[src/rtl/if_fetch_unit.sv]
// IF-stage fetch unit: owns the fetch PC, drives a single-outstanding req/ack
// instruction-memory port and holds the IF/ID pipeline register.
module if_fetch_unit #(
  parameter logic [31:0] RESET_PC = 32'h0000_0000,
  parameter logic [31:0] NOP_INST = 32'h0000_0013
) (
  input  logic        clk,
  input  logic        rst,
  input  logic [31:0] npc,
  input  logic        redirect,
  input  logic        stall_f,
  input  logic        flush_d,
  output logic [31:0] pc_plus4,
  output logic        imem_req,
  output logic [31:0] imem_addr,
  input  logic        imem_ack,
  input  logic [31:0] imem_rdata,
  output logic        id_valid,
  output logic [31:0] id_inst,
  output logic [31:0] id_pc
);

  typedef enum logic [1:0] {
    S_REQ,
    S_HOLD,
    S_DROP
  } state_t;

  state_t      state, state_nx;
  logic [31:0] pc, pc_nx;
  logic [31:0] fetch_addr, fetch_nx;
  logic [31:0] buf_inst, buf_nx;
  logic        id_load;
  logic [31:0] id_load_inst;
  logic        id_bubble;

  assign pc_plus4  = pc + 32'd4;
  assign imem_addr = fetch_addr;
  assign imem_req  = !rst && ((state == S_REQ) || (state == S_DROP));

  // id_bubble marks cycles where the slot empties unless stall_f holds it;
  // id_load only fires with stall_f low, so it always takes precedence.
  always_comb begin
    state_nx     = state;
    pc_nx        = pc;
    fetch_nx     = fetch_addr;
    buf_nx       = buf_inst;
    id_load      = 1'b0;
    id_load_inst = buf_inst;
    id_bubble    = !stall_f;
    unique case (state)
      S_REQ: begin
        if (redirect && imem_ack) begin
          pc_nx    = npc;
          fetch_nx = npc;
        end else if (redirect) begin
          pc_nx    = npc;
          state_nx = S_DROP;
        end else if (imem_ack && !stall_f) begin
          id_load      = 1'b1;
          id_load_inst = imem_rdata;
          pc_nx        = npc;
          fetch_nx     = npc;
        end else if (imem_ack) begin
          buf_nx   = imem_rdata;
          state_nx = S_HOLD;
        end
      end
      S_HOLD: begin
        if (redirect) begin
          pc_nx    = npc;
          fetch_nx = npc;
          state_nx = S_REQ;
        end else if (!stall_f) begin
          id_load      = 1'b1;
          id_load_inst = buf_inst;
          pc_nx        = npc;
          fetch_nx     = npc;
          state_nx     = S_REQ;
        end
      end
      S_DROP: begin
        // The stale response only retires the old request; the newest target
        // (pc, or npc if redirected in the same cycle) becomes the fetch address.
        if (redirect) begin
          pc_nx = npc;
          if (imem_ack) begin
            fetch_nx = npc;
            state_nx = S_REQ;
          end
        end else if (imem_ack) begin
          fetch_nx = pc;
          state_nx = S_REQ;
        end
      end
      default: state_nx = S_REQ;
    endcase
  end

  always_ff @(posedge clk) begin
    if (rst) begin
      state      <= S_REQ;
      pc         <= RESET_PC;
      fetch_addr <= RESET_PC;
      buf_inst   <= NOP_INST;
    end else begin
      state      <= state_nx;
      pc         <= pc_nx;
      fetch_addr <= fetch_nx;
      buf_inst   <= buf_nx;
    end
  end

  always_ff @(posedge clk) begin
    if (rst) begin
      id_valid <= 1'b0;
      id_inst  <= NOP_INST;
      id_pc    <= '0;
    end else if (flush_d) begin
      id_valid <= 1'b0;
      id_inst  <= NOP_INST;
    end else if (id_load) begin
      id_valid <= 1'b1;
      id_inst  <= id_load_inst;
      id_pc    <= fetch_addr;
    end else if (id_bubble) begin
      id_valid <= 1'b0;
      id_inst  <= NOP_INST;
    end
  end

endmodule

[config.mk]
export PLATFORM = sky130hd
export DESIGN_NAME = if_fetch_unit
export DESIGN_NICKNAME = d
export VERILOG_FILES = /design/src/rtl/if_fetch_unit.sv
export SDC_FILE = /design/constraint.sdc
export NUM_CORES = 1
export LEC_CHECK = 0
export BUFFER_PORTS_ARGS = -buffer_cell sky130_fd_sc_hd__buf_2
export CAP_MARGIN = 20
export CORE_UTILIZATION = 52
export CTS_CLUSTER_DIAMETER = 50
export DETAILED_ROUTE_END_ITERATION = 8
export PLACE_DENSITY = 0.83
export SLEW_MARGIN = 15
export SYNTH_ARGS = -nofsm -noshare
export SYNTH_HDL_FRONTEND = slang
export SYNTH_SLANG_ARGS = --single-unit
[constraint.sdc]
create_clock -name clk -period 2.9 [get_ports clk]
set_clock_uncertainty 0.2 [all_clocks]
set_input_delay 0.58 -clock clk [delete_from_list [all_inputs] [get_ports clk]]
set_output_delay 0.58 -clock clk [all_outputs]
set_load 0.01 [all_outputs]
==> flow_metrics.env <==
export IMPL_synth_cell_type_count=41
export IMPL_syn_avg_cell_area_um2=8.82
export IMPL_tightest_slew_ps=547
export IMPL_rr_startpoint="state[0]"
export IMPL_cts_tree="yes"
export IMPL_drtIter0Drc=468
export IMPL_hp_class="in -> reg"
export IMPL_synth_area_mm2=0.00685
export IMPL_via_per_inst=5.42
export IMPL_timing_final_crit_share=1.01
export IMPL_max_freq_mhz=342
export IMPL_startpoint="pc[3]"
export IMPL_yosys_warnings=0
export IMPL_place_gp_congestion=0.799
export IMPL_io_pins=200
export IMPL_synth_flop_cell="dfxtp_1"
export IMPL_synth_edf_count=0
export IMPL_start_util=0.538
export IMPL_postRouteAntennaNets=0
export IMPL_die_area_mm2=0.0136
export IMPL_worstHoldStart="imem_ack"
export IMPL_rsz0062_at_grt="true"
export IMPL_clkLatencyLatePin_ps=430
export IMPL_ys_seq_area_frac=0.476
export IMPL_drv_cap=0
export IMPL_wl_um=18300
export IMPL_drive_above_1_share=0.312
export IMPL_grt_max_degree=93
export IMPL_ff2ff_setup_slack_ps=680
export IMPL_htree_levels=4
export IMPL_peakVddDrop_mv=0.448
export IMPL_antenna_found_initial=1
export IMPL_postCtsHoldBufs=0
export IMPL_track_usage=0.266
export IMPL_fin_ws_ps=-27.4
export IMPL_cts_buffers=17
export IMPL_end_kind="output port"
export IMPL_cts_buffer_depth=2
export IMPL_clk_pin_slew_ps=60
export IMPL_synth_nets=848
export IMPL_via_count=6219
export IMPL_wl_per_cell_um=15.9
export IMPL_grt_pass1_wl_um=27900
export IMPL_drc=0
export IMPL_placed_cells=1108
export IMPL_synth_top_area_cell="dfxtp_1"
export IMPL_synthDominantCellAreaShare=0.476
export IMPL_ys_async_sr_fraction=0
export IMPL_worstPathRequired_ps=2120
export IMPL_whs_ps=159
export IMPL_critical_path_class="reg -> out"
export IMPL_fin_cells=1147
export IMPL_violations="setup timing"
export IMPL_p_total_uw=5310
export IMPL_ys_ff_latch=163
export IMPL_status="finished, violations left"
export IMPL_p_leak_uw=0.00388
export IMPL_grt_overflow=0
export IMPL_dp_hpwl_um=11700
export IMPL_drv_slew=0
export IMPL_die_x_um=117
export IMPL_cp_max_fo=5
export IMPL_hold_viol=0
export IMPL_power_density_mw_per_mm2=597
export IMPL_ctsRootBufferMaster="clkbuf_16"
export IMPL_nets=1033
export IMPL_synth_area_leaders="dfxtp_1 48%, mux2i_1 14%, nand2_1 9.2%"
export IMPL_relSlewSlack=0.634
export IMPL_grt_pass1_vias=5540
export IMPL_firstDrtPassIters=5
export IMPL_die_y_um=117
export IMPL_crit_arrival_ps=2150
export IMPL_rows=41
export IMPL_syn_to_final_growth_pct=30.0
export IMPL_numClockSinks=163
export IMPL_setup_viol=1
export IMPL_final_area_mm2=0.00891
export IMPL_io_buffers=199
export IMPL_cp_start_kind="register"
export IMPL_min_period_ps=2930
export IMPL_worstHoldPathCells=2
export IMPL_coreArea_mm2=0.0127
export IMPL_postPlaceCellArea_mm2=0.00803
export IMPL_syn_inst=777
export IMPL_reg2reg_depth=5
## metal layers
layer	routed length, µm	global-route usage	vias to the layer above
li1	-	-	3019
met1	7710	0.327	2946
met2	9010	0.436	225
met3	1140	0.0757	29
met4	396	0.114	0
met5	0	0	-
## cells in the mapped netlist (4+ instances only)
master    count
dfxtp_1     163
nor2_1       71
mux2i_1      93
a21oi_1      62
o21ai_0      28
nand2_1     168
inv_1         6
xnor2_1      11
buf_2        13
clkbuf_1     42
a211oi_1     32
buf_4         4
xor2_1       17
nor3_1        5
nor4_1        7
nand3_1       9
nor4_2        6
## per-stage QoR
stage | utilization | setup TNS, ps | setup WS [ps]
after global placement | 0.631 | 0 | 221
final | 0.700 | -27.4 | -27.4
after CTS | 0.689 | -155 | -32.5
after detailed placement | 0.631 | 0 | 196
after floorplan | - | 0 | 229
after global routing | 0.700 | -333 | -83.7
## critical path: stages (launching register included)
cell and delay (ps):
dfxtp_4 380, ha_4 130, nand4_1 190, or2_4 300
or4_4 430, xnor2_2 140, buf_2 150
## registers in the layout, summed over array words and instances (netlist names)
name       cells
buf_inst      32
id_inst       32
id_pc         32
imem_addr     32
pc            32
state          2
id_valid       1
## layout by cell type (no fill, tap or decap), types with 3 or more instances in the layout
master / count
a211oi_1: 32
a21oi_1: 62
and3_1: 3
buf_12: 4
buf_2: 198
buf_4: 22
bufinv_16: 3
clkbuf_16: 17
clkbuf_8: 4
dfxtp_1: 147
dfxtp_2: 7
dfxtp_4: 9
inv_1: 5
mux2_2: 3
mux2i_1: 93
nand2_1: 168
nand3_1: 8
nand3b_1: 3
nand4_1: 3
nor2_1: 71
nor3_1: 4
nor4_1: 3
nor4_2: 3
nor4_4: 7
o21ai_0: 28
o22a_1: 3
or4_4: 3
xnor2_1: 10
xor2_1: 17
## final timing paths
kind / end
max reg2reg: id_pc[20]
min: state[1]
max: pc_plus4[22]
min reg2reg: id_inst[19]
## power breakdown
part,switching [µW],internal (µW),total [µW]
combinational,321,242,563
sequential,96.1,2340,2430
clock,879,1440,2320
total,1300,4020,5310
## kinds of logic after synthesis
family	Yosys count	synth area share
AOI/OAI and AO/OA	129	0.110
xor gates and xnor gates	28	0.0358
adders and majority gates	1	0.00183
buffers and inverters	67	0.0435
DFF	163	0.476
muxes	96	0.141
and+or+nand+nor	293	0.192
## repair_timing
item / 4_1_cts / 5_1_grt
setup buffers: 3 / 4
gates cloned: 1 / 0
setup endpoints to repair: 14 / 15
pin swaps: 3 / 20
gates resized for setup: 26 / 26
## area by class of cell
type                    instances  area [µm²]
multi-input cells             548        3490
clock inverters                 8         124
well taps                     172         215
flip-flops and latches        163        3310
fillers                       996        3810
clock buffers                  23         488
inverters                       6        22.5
repair buffers                226        1260
diodes                          1        2.50
Power figures use the tool's default switching activity.
